===== src/rtl/ext_mem_arbiter_pkg.sv =====
// Shared types and constants for the external memory arbiter.
// State encodings, region boundary and master indices.
package gb_mem_pkg;

  localparam logic [2:0] ST_IDLE   = 3'd0;
  localparam logic [2:0] ST_ACCESS = 3'd1;
  localparam logic [2:0] ST_FWAIT  = 3'd2;
  localparam logic [2:0] ST_BCAP   = 3'd3;
  localparam logic [2:0] ST_DONE   = 3'd4;

  typedef enum logic [2:0] {
    S_IDLE   = ST_IDLE,
    S_ACCESS = ST_ACCESS,
    S_FWAIT  = ST_FWAIT,
    S_BCAP   = ST_BCAP,
    S_DONE   = ST_DONE
  } state_e;

  localparam logic [15:0] FLASH_TOP_DEFAULT = 16'h0140;

  localparam logic MST_CPU = 1'b0;
  localparam logic MST_DMA = 1'b1;

endpackage


===== src/rtl/ext_mem_arbiter_if.sv =====
// One requester port of the external memory arbiter.
// Master drives the request; slave answers gnt/done/rdata.
interface ext_mem_arbiter_if;

  logic        req;
  logic        we;
  logic [15:0] addr;
  logic [7:0]  wdata;
  logic        gnt;
  logic        done;
  logic [7:0]  rdata;

  modport master (
    output req, we, addr, wdata,
    input  gnt, done, rdata
  );

  modport slave (
    input  req, we, addr, wdata,
    output gnt, done, rdata
  );

endinterface


===== src/rtl/ext_mem_arbiter_arb_prio_starve.sv =====
// Fixed m1 priority with a starvation escape for m0.
// Winner is combinational; the loss counter is registered.
module arb_prio_starve
  import gb_mem_pkg::*;
#(
  parameter int STARVE_LIMIT = 8
) (
  input  logic clock,
  input  logic reset_n,
  input  logic decide,
  input  logic req0,
  input  logic req1,
  output logic winner,
  output logic valid
);

  localparam logic [7:0] LIM = 8'(STARVE_LIMIT);

  logic [7:0] cnt_q, cnt_d;

  // m1 wins conflicts unless m0 has lost LIM times in a row
  always_comb begin
    valid  = req0 | req1;
    winner = MST_CPU;
    if (req1 && !(req0 && cnt_q == LIM))
      winner = MST_DMA;
  end

  // Count m0 losses, saturating; clear when m0 is served
  always_comb begin
    cnt_d = cnt_q;
    if (decide && valid) begin
      if (winner == MST_CPU)
        cnt_d = '0;
      else if (req0 && cnt_q != LIM)
        cnt_d = cnt_q + 8'd1;
    end
  end

  // Loss counter register
  always_ff @(posedge clock or negedge reset_n) begin
    if (!reset_n) cnt_q <= '0;
    else          cnt_q <= cnt_d;
  end

endmodule


===== src/rtl/ext_mem_arbiter.sv =====
// Two-master arbiter for the boot flash / block RAM bus.
// Sequences decode, flash wait states and BRAM latency.
module ext_mem_arbiter
  import gb_mem_pkg::*;
#(
  parameter int          FLASH_WAIT   = 4,
  parameter logic [15:0] FLASH_TOP    = FLASH_TOP_DEFAULT,
  parameter int          STARVE_LIMIT = 8
) (
  input  logic               clock,
  input  logic               reset_n,
  ext_mem_arbiter_if.slave   m0,
  ext_mem_arbiter_if.slave   m1,
  output logic [23:0]        flash_a,
  output logic               flash_adv_n,
  input  logic [7:0]         flash_d,
  output logic               bram_we,
  output logic [16:0]        bram_addr,
  output logic [7:0]         bram_din,
  input  logic [7:0]         bram_dout,
  output logic               busy
);

  localparam logic [3:0] WAIT_M1 = 4'(FLASH_WAIT - 1);

  state_e      state_q, state_d;
  logic        mst_q, mst_d;
  logic        we_q, we_d;
  logic        fl_q, fl_d;
  logic [3:0]  wcnt_q, wcnt_d;
  logic        gnt0_q, gnt0_d, gnt1_q, gnt1_d;
  logic        done0_q, done0_d, done1_q, done1_d;
  logic [7:0]  rd0_q, rd0_d, rd1_q, rd1_d;
  logic        bwe_q, bwe_d;
  logic [16:0] baddr_q, baddr_d;
  logic [7:0]  bdin_q, bdin_d;
  logic [23:0] fa_q, fa_d;
  logic        adv_n_q, adv_n_d;
  logic        busy_q, busy_d;

  logic        win, valid;
  logic        s_we;
  logic [15:0] s_addr;
  logic [7:0]  s_wdata;
  logic        cap;
  logic [7:0]  cap_data;

  arb_prio_starve #(
    .STARVE_LIMIT(STARVE_LIMIT)
  ) u_arb (
    .clock  (clock),
    .reset_n(reset_n),
    .decide (state_q == S_IDLE),
    .req0   (m0.req),
    .req1   (m1.req),
    .winner (win),
    .valid  (valid)
  );

  assign s_we    = (win == MST_DMA) ? m1.we    : m0.we;
  assign s_addr  = (win == MST_DMA) ? m1.addr  : m0.addr;
  assign s_wdata = (win == MST_DMA) ? m1.wdata : m0.wdata;

  // Next state and next registered outputs
  always_comb begin
    state_d  = state_q;
    mst_d    = mst_q;
    we_d     = we_q;
    fl_d     = fl_q;
    wcnt_d   = wcnt_q;
    gnt0_d   = 1'b0;
    gnt1_d   = 1'b0;
    done0_d  = 1'b0;
    done1_d  = 1'b0;
    rd0_d    = rd0_q;
    rd1_d    = rd1_q;
    bwe_d    = 1'b0;
    bdin_d   = '0;
    baddr_d  = baddr_q;
    fa_d     = fa_q;
    adv_n_d  = adv_n_q;
    cap      = 1'b0;
    cap_data = '0;
    unique case (state_q)
      S_IDLE: begin
        if (valid) begin
          mst_d   = win;
          we_d    = s_we;
          fl_d    = (s_addr <= FLASH_TOP);
          fa_d    = {8'd0, s_addr};
          baddr_d = {1'b0, s_addr};
          gnt0_d  = (win == MST_CPU);
          gnt1_d  = (win == MST_DMA);
          if (s_we && s_addr > FLASH_TOP) begin
            bwe_d  = 1'b1;
            bdin_d = s_wdata;
          end
          state_d = S_ACCESS;
        end
      end
      S_ACCESS: begin
        if (we_q) begin
          state_d = S_DONE;
        end else if (fl_q) begin
          adv_n_d = 1'b0;
          wcnt_d  = WAIT_M1;
          state_d = S_FWAIT;
        end else begin
          state_d = S_BCAP;
        end
      end
      S_FWAIT: begin
        if (wcnt_q == '0) begin
          cap      = 1'b1;
          cap_data = flash_d;
          adv_n_d  = 1'b1;
          state_d  = S_DONE;
        end else begin
          wcnt_d = wcnt_q - 4'd1;
        end
      end
      S_BCAP: begin
        cap      = 1'b1;
        cap_data = bram_dout;
        state_d  = S_DONE;
      end
      S_DONE:  state_d = S_IDLE;
      default: state_d = S_IDLE;
    endcase
    if (cap) begin
      if (mst_q == MST_DMA) rd1_d = cap_data;
      else                  rd0_d = cap_data;
    end
    if (state_d == S_DONE && state_q != S_DONE) begin
      done0_d = (mst_q == MST_CPU);
      done1_d = (mst_q == MST_DMA);
    end
    busy_d = (state_d != S_IDLE);
  end

  // State and output registers
  always_ff @(posedge clock or negedge reset_n) begin
    if (!reset_n) begin
      state_q <= S_IDLE;
      mst_q   <= MST_CPU;
      we_q    <= 1'b0;
      fl_q    <= 1'b0;
      wcnt_q  <= '0;
      gnt0_q  <= 1'b0;
      gnt1_q  <= 1'b0;
      done0_q <= 1'b0;
      done1_q <= 1'b0;
      rd0_q   <= '0;
      rd1_q   <= '0;
      bwe_q   <= 1'b0;
      baddr_q <= '0;
      bdin_q  <= '0;
      fa_q    <= '0;
      adv_n_q <= 1'b1;
      busy_q  <= 1'b0;
    end else begin
      state_q <= state_d;
      mst_q   <= mst_d;
      we_q    <= we_d;
      fl_q    <= fl_d;
      wcnt_q  <= wcnt_d;
      gnt0_q  <= gnt0_d;
      gnt1_q  <= gnt1_d;
      done0_q <= done0_d;
      done1_q <= done1_d;
      rd0_q   <= rd0_d;
      rd1_q   <= rd1_d;
      bwe_q   <= bwe_d;
      baddr_q <= baddr_d;
      bdin_q  <= bdin_d;
      fa_q    <= fa_d;
      adv_n_q <= adv_n_d;
      busy_q  <= busy_d;
    end
  end

  assign m0.gnt      = gnt0_q;
  assign m0.done     = done0_q;
  assign m0.rdata    = rd0_q;
  assign m1.gnt      = gnt1_q;
  assign m1.done     = done1_q;
  assign m1.rdata    = rd1_q;
  assign flash_a     = fa_q;
  assign flash_adv_n = adv_n_q;
  assign bram_we     = bwe_q;
  assign bram_addr   = baddr_q;
  assign bram_din    = bdin_q;
  assign busy        = busy_q;

endmodule


===== src/flat_wrapper.sv =====
// flat-port wrapper written by rule: the top's interface ports become plain ports
module ext_mem_arbiter_flat import gb_mem_pkg::*;
#(
  parameter int          FLASH_WAIT   = 4,
  parameter logic [15:0] FLASH_TOP    = FLASH_TOP_DEFAULT,
  parameter int          STARVE_LIMIT = 8
)
  (clock, reset_n, flash_a, flash_adv_n, flash_d, bram_we, bram_addr, bram_din, bram_dout, busy, m0_req, m0_we, m0_addr, m0_wdata, m0_gnt, m0_done, m0_rdata, m1_req, m1_we, m1_addr, m1_wdata, m1_gnt, m1_done, m1_rdata);
  ext_mem_arbiter_if m0_i ();
  ext_mem_arbiter_if m1_i ();
  input  logic clock;
  input  logic reset_n;
  output logic [23:0] flash_a;
  output logic flash_adv_n;
  input  logic [7:0] flash_d;
  output logic bram_we;
  output logic [16:0] bram_addr;
  output logic [7:0] bram_din;
  input  logic [7:0] bram_dout;
  output logic busy;
  input wire logic [$bits(m0_i.req)-1:0] m0_req;
  input wire logic [$bits(m0_i.we)-1:0] m0_we;
  input wire logic [$bits(m0_i.addr)-1:0] m0_addr;
  input wire logic [$bits(m0_i.wdata)-1:0] m0_wdata;
  output wire logic [$bits(m0_i.gnt)-1:0] m0_gnt;
  output wire logic [$bits(m0_i.done)-1:0] m0_done;
  output wire logic [$bits(m0_i.rdata)-1:0] m0_rdata;
  input wire logic [$bits(m1_i.req)-1:0] m1_req;
  input wire logic [$bits(m1_i.we)-1:0] m1_we;
  input wire logic [$bits(m1_i.addr)-1:0] m1_addr;
  input wire logic [$bits(m1_i.wdata)-1:0] m1_wdata;
  output wire logic [$bits(m1_i.gnt)-1:0] m1_gnt;
  output wire logic [$bits(m1_i.done)-1:0] m1_done;
  output wire logic [$bits(m1_i.rdata)-1:0] m1_rdata;
  assign m0_i.req = m0_req;
  assign m0_i.we = m0_we;
  assign m0_i.addr = m0_addr;
  assign m0_i.wdata = m0_wdata;
  assign m0_gnt = m0_i.gnt;
  assign m0_done = m0_i.done;
  assign m0_rdata = m0_i.rdata;
  assign m1_i.req = m1_req;
  assign m1_i.we = m1_we;
  assign m1_i.addr = m1_addr;
  assign m1_i.wdata = m1_wdata;
  assign m1_gnt = m1_i.gnt;
  assign m1_done = m1_i.done;
  assign m1_rdata = m1_i.rdata;
  ext_mem_arbiter #(.FLASH_WAIT(FLASH_WAIT), .FLASH_TOP(FLASH_TOP), .STARVE_LIMIT(STARVE_LIMIT)) u_core (.clock(clock), .reset_n(reset_n), .m0(m0_i), .m1(m1_i), .flash_a(flash_a), .flash_adv_n(flash_adv_n), .flash_d(flash_d), .bram_we(bram_we), .bram_addr(bram_addr), .bram_din(bram_din), .bram_dout(bram_dout), .busy(busy));
endmodule

===== config.mk =====
export PLATFORM = sky130hd
export DESIGN_NAME = ext_mem_arbiter_flat
export DESIGN_NICKNAME = d
export VERILOG_FILES = /design/src/rtl/ext_mem_arbiter_pkg.sv /design/src/rtl/ext_mem_arbiter_if.sv /design/src/rtl/ext_mem_arbiter_arb_prio_starve.sv /design/src/rtl/ext_mem_arbiter.sv /design/src/flat_wrapper.sv
export SDC_FILE = /design/constraint.sdc
export NUM_CORES = 1
export LEC_CHECK = 0
export ABC_AREA = 1
export BUFFER_PORTS_ARGS = -buffer_cell sky130_fd_sc_hd__buf_2
export CAP_MARGIN = 5
export CORE_MARGIN = 1.5
export CORE_UTILIZATION = 45
export CTS_BUF_LIST = sky130_fd_sc_hd__clkbuf_4 sky130_fd_sc_hd__clkbuf_8
export DETAILED_ROUTE_END_ITERATION = 7
export MAX_ROUTING_LAYER = met4
export PLACE_DENSITY_LB_ADDON = 0.15
export SYNTH_ARGS = -nofsm -noshare
export SYNTH_HDL_FRONTEND = slang
export SYNTH_SLANG_ARGS = --single-unit

===== constraint.sdc =====
create_clock -name clock -period 2.4 [get_ports clock]
set_clock_uncertainty 0.2 [all_clocks]
set_input_delay 0.24 -clock clock [delete_from_list [all_inputs] [get_ports clock]]
set_output_delay 0.24 -clock clock [all_outputs]
set_load 0.02 [all_outputs]

==> metrics.txt <==
status=complete, no violations; Commonest cells post-synth=nand2_1, dfrtp_1, inv_1; Final Cycle Share=91.6%; Setup Buffers After CTS=0; syn avg cell area=8.28 sq um; slew of the pin with the lowest slew margin=731 ps; reg2reg start=u_core.u_arb.cnt_q[0]; CORE AREA=7250 sq um; CP Data Arrival Time=2260 ps; Max VDD drop=0.639 mV; first-pass GRT wire length=12.3 mm; crit-path max FO=11; fmax=455 MHz; WHS Path Cells=5; Synth Instances=407; top-area cell type share of the netlist area=47.5%; Die X=89.5 um; Sink Count=65; startpoint types=register; hold path startpoint=m0_wdata[1]; Vias/cell=4.65; Vias=2,998; Filler cells=675; sequential area share after synthesis=48.3%; Final Critical Period=2200 ps; final net count=615; ANT nets after route=0; Hold EP=u_core.bram_din[1]; total wire length=7.89 mm; Post-synth EDFFs=0; TritonRoute pass-1 iters=4; critical path class=reg -> reg; M3 GR Usage=3.97%; vias in the first global route=2,750; CTS Buffer Depth=2; Reg clk slew, reported paths=80 ps; slew margin rel.=51.3%; Die ar.=8010 sq um; layout cells sized above 1=34.6%; Worst Setup End Kind=register; LEAKAGE=2.53 nW; H-Tree Depth=3; top area cells in the synthesized netlist=dfrtp_1, nand2_1, buf_4; Chip Height=89.5 um; area grow syn2layout=28.8%; min-delay worst type=in -> reg; drt wl/cell=12.2 um; flops & latches, synth=65; I/O Pins=142; post-synthesis async set-or-reset flop share=100%; RD Place Congestion=0.896; DRT iter0 DRCs=105; # diodes=0; met1 Usage GRT=25.4%; CTS tree=done; Crit path required time=2460 ps; pwr dens=1090 nW/um^2; DR DRC count=0; Max Cap Viol=0; Final Hold Fails=0; GRT busiest layer=met2; flop-to-flop setup slack=200 ps; final slew viol count=0; Mapped Area=3370 sq um; Yosys cell types=33; setup total negative slack=0 ps; gr usage total=20.8%; met2 usage in global routing=34.2%; CTS Buf Count=9; final setup vio count=0; Yosys warning count=0; HPWL after detailed placement=5.84 mm; initial antenna violation count=0; Synth area leader=dfrtp_1; PortBufs=132; worst reg2reg endpoint=u_core.bram_din[3]; Most used DFF post-synth=dfrtp_1; cell row count=31; Clk Latency, worst-skew pair=330 ps; count leader, synth=nand2_1; fin util=59.8%; GRT overflow=0; starting density of the core=46.4%; R2R cell count=13; RSZ-0062 raised after global routing=false; largest net degree at the start of global routing=32; clk root buf=clkbuf_8
## worst max-delay path: stages (launching register included)
cell and delay (ps):
dfrtp_1 390, inv_1 110, ha_1 150, nand2_1 80, nor2_4 170, nand2_4 140, nand2_4 170, buf_6 170
nand2_1 60, nand2_1 60, nand2_1 60, inv_1 90, nand3_4 130, nor2_1 140
## area by class of cell
class	instances	area (sq um)	share of cell area, %
repair buffers	147	810	18.7
inverters	44	165	3.81
clock buffers	11	151	3.49
clock inverters	5	62.6	1.44
multi-input cells	274	1400	32.2
well taps	99	124	2.86
flip-flops and latches	65	1630	37.5
## per-layer routing
metal | wire length (um) | vias up
met1 | 3540 | 1390
li1 | - | 1520
met5 | 0 | -
met3 | 261 | 14
met4 | 112 | 0
met2 | 3980 | 74
## power breakdown
group	switching [mW]	leakage [nW]	internal (mW)	total, mW
sequential	0.220	0.848	1.48	1.70
combinational	1.34	1.58	0.712	2.05
clock	0.437	0.102	0.542	0.978
total	2.00	2.53	2.73	4.73
## cell families (layout without fill, tap and decap cells)
| logic type | Yosys count | count (layout) | share of synthesized area (%) |
|---|---|---|---|
| adders and majority gates | 4 | 4 | 1.49 |
| other | 1 | 9 | 0.111 |
| buffers and inverters | 78 | 207 | 12.1 |
| muxes | 14 | 14 | 4.68 |
| DFF | 65 | 65 | 48.3 |
| and+or+nand+nor | 213 | 215 | 27.4 |
| AOI/OAI and AO/OA | 32 | 32 | 5.91 |
## placed cells by master (no fill, tap or decap), drive strengths merged
cell and n:
clkinv 1, mux2 14, conb 9, inv 45, dfstp 1, o21ai 12
bufinv 1, and3 1, nor3 6, nand2 141, a22o 7, o21bai 1
a31oi 4, dlygate4sd3 8, a41oi 1, clkinvlp 2, nand4 3, clkbuf 11
buf 139, dfrtp 64, nand3b 2, or3 1, o22ai 1, a21oi 6
ha 4, nor2 41, nand3 20
## registers in the layout (all words and copies together) (netlist names), 3 cells and up
register	cells
u_core.bram_addr	16
u_core.bram_din	8
u_core.m0.rdata	8
u_core.m1.rdata	8
u_core.u_arb.cnt_q	8
u_core.wcnt_q	4
u_core.state_q	3
## timing repair
item,4_1_cts,5_1_grt
resized for setup,0,4
hold endpoints to repair,33,0
hold buffers,8,0
endpoints found under the setup margin,0,10
## worst max-delay path by stage
stage | slack, ps | endpoint | from | cells after the start
2_1_floorplan | 450 | u_core.bram_din[1] | u_core.u_arb.cnt_q[0] | 14
3_3_place_gp | 260 | u_core.bram_din[3] | u_core.u_arb.cnt_q[0] | 14
3_5_place_dp | 180 | u_core.bram_din[3] | u_core.u_arb.cnt_q[0] | 14
4_1_cts | 140 | u_core.bram_din[3] | u_core.u_arb.cnt_q[0] | 13
5_1_grt | 5 | u_core.bram_din[3] | u_core.u_arb.cnt_q[0] | 13
6_report | 200 | u_core.bram_din[3] | u_core.u_arb.cnt_q[0] | 13
## stage by stage
stage	instances	setup WS (ps)	hold slack (ps)	total power [mW]	cell area (sq um)
CTS	643	143	4.06	4.76	4300
detailed placement	619	177	145	3.76	4010
global route	645	4.51	6.15	5.08	4340
global placement	619	261	139	3.72	4010
floorplan	415	452	-256	3.21	3400
finish	645	201	8.58	4.73	4340
Note: power is estimated with default switching activity, not from simulation.
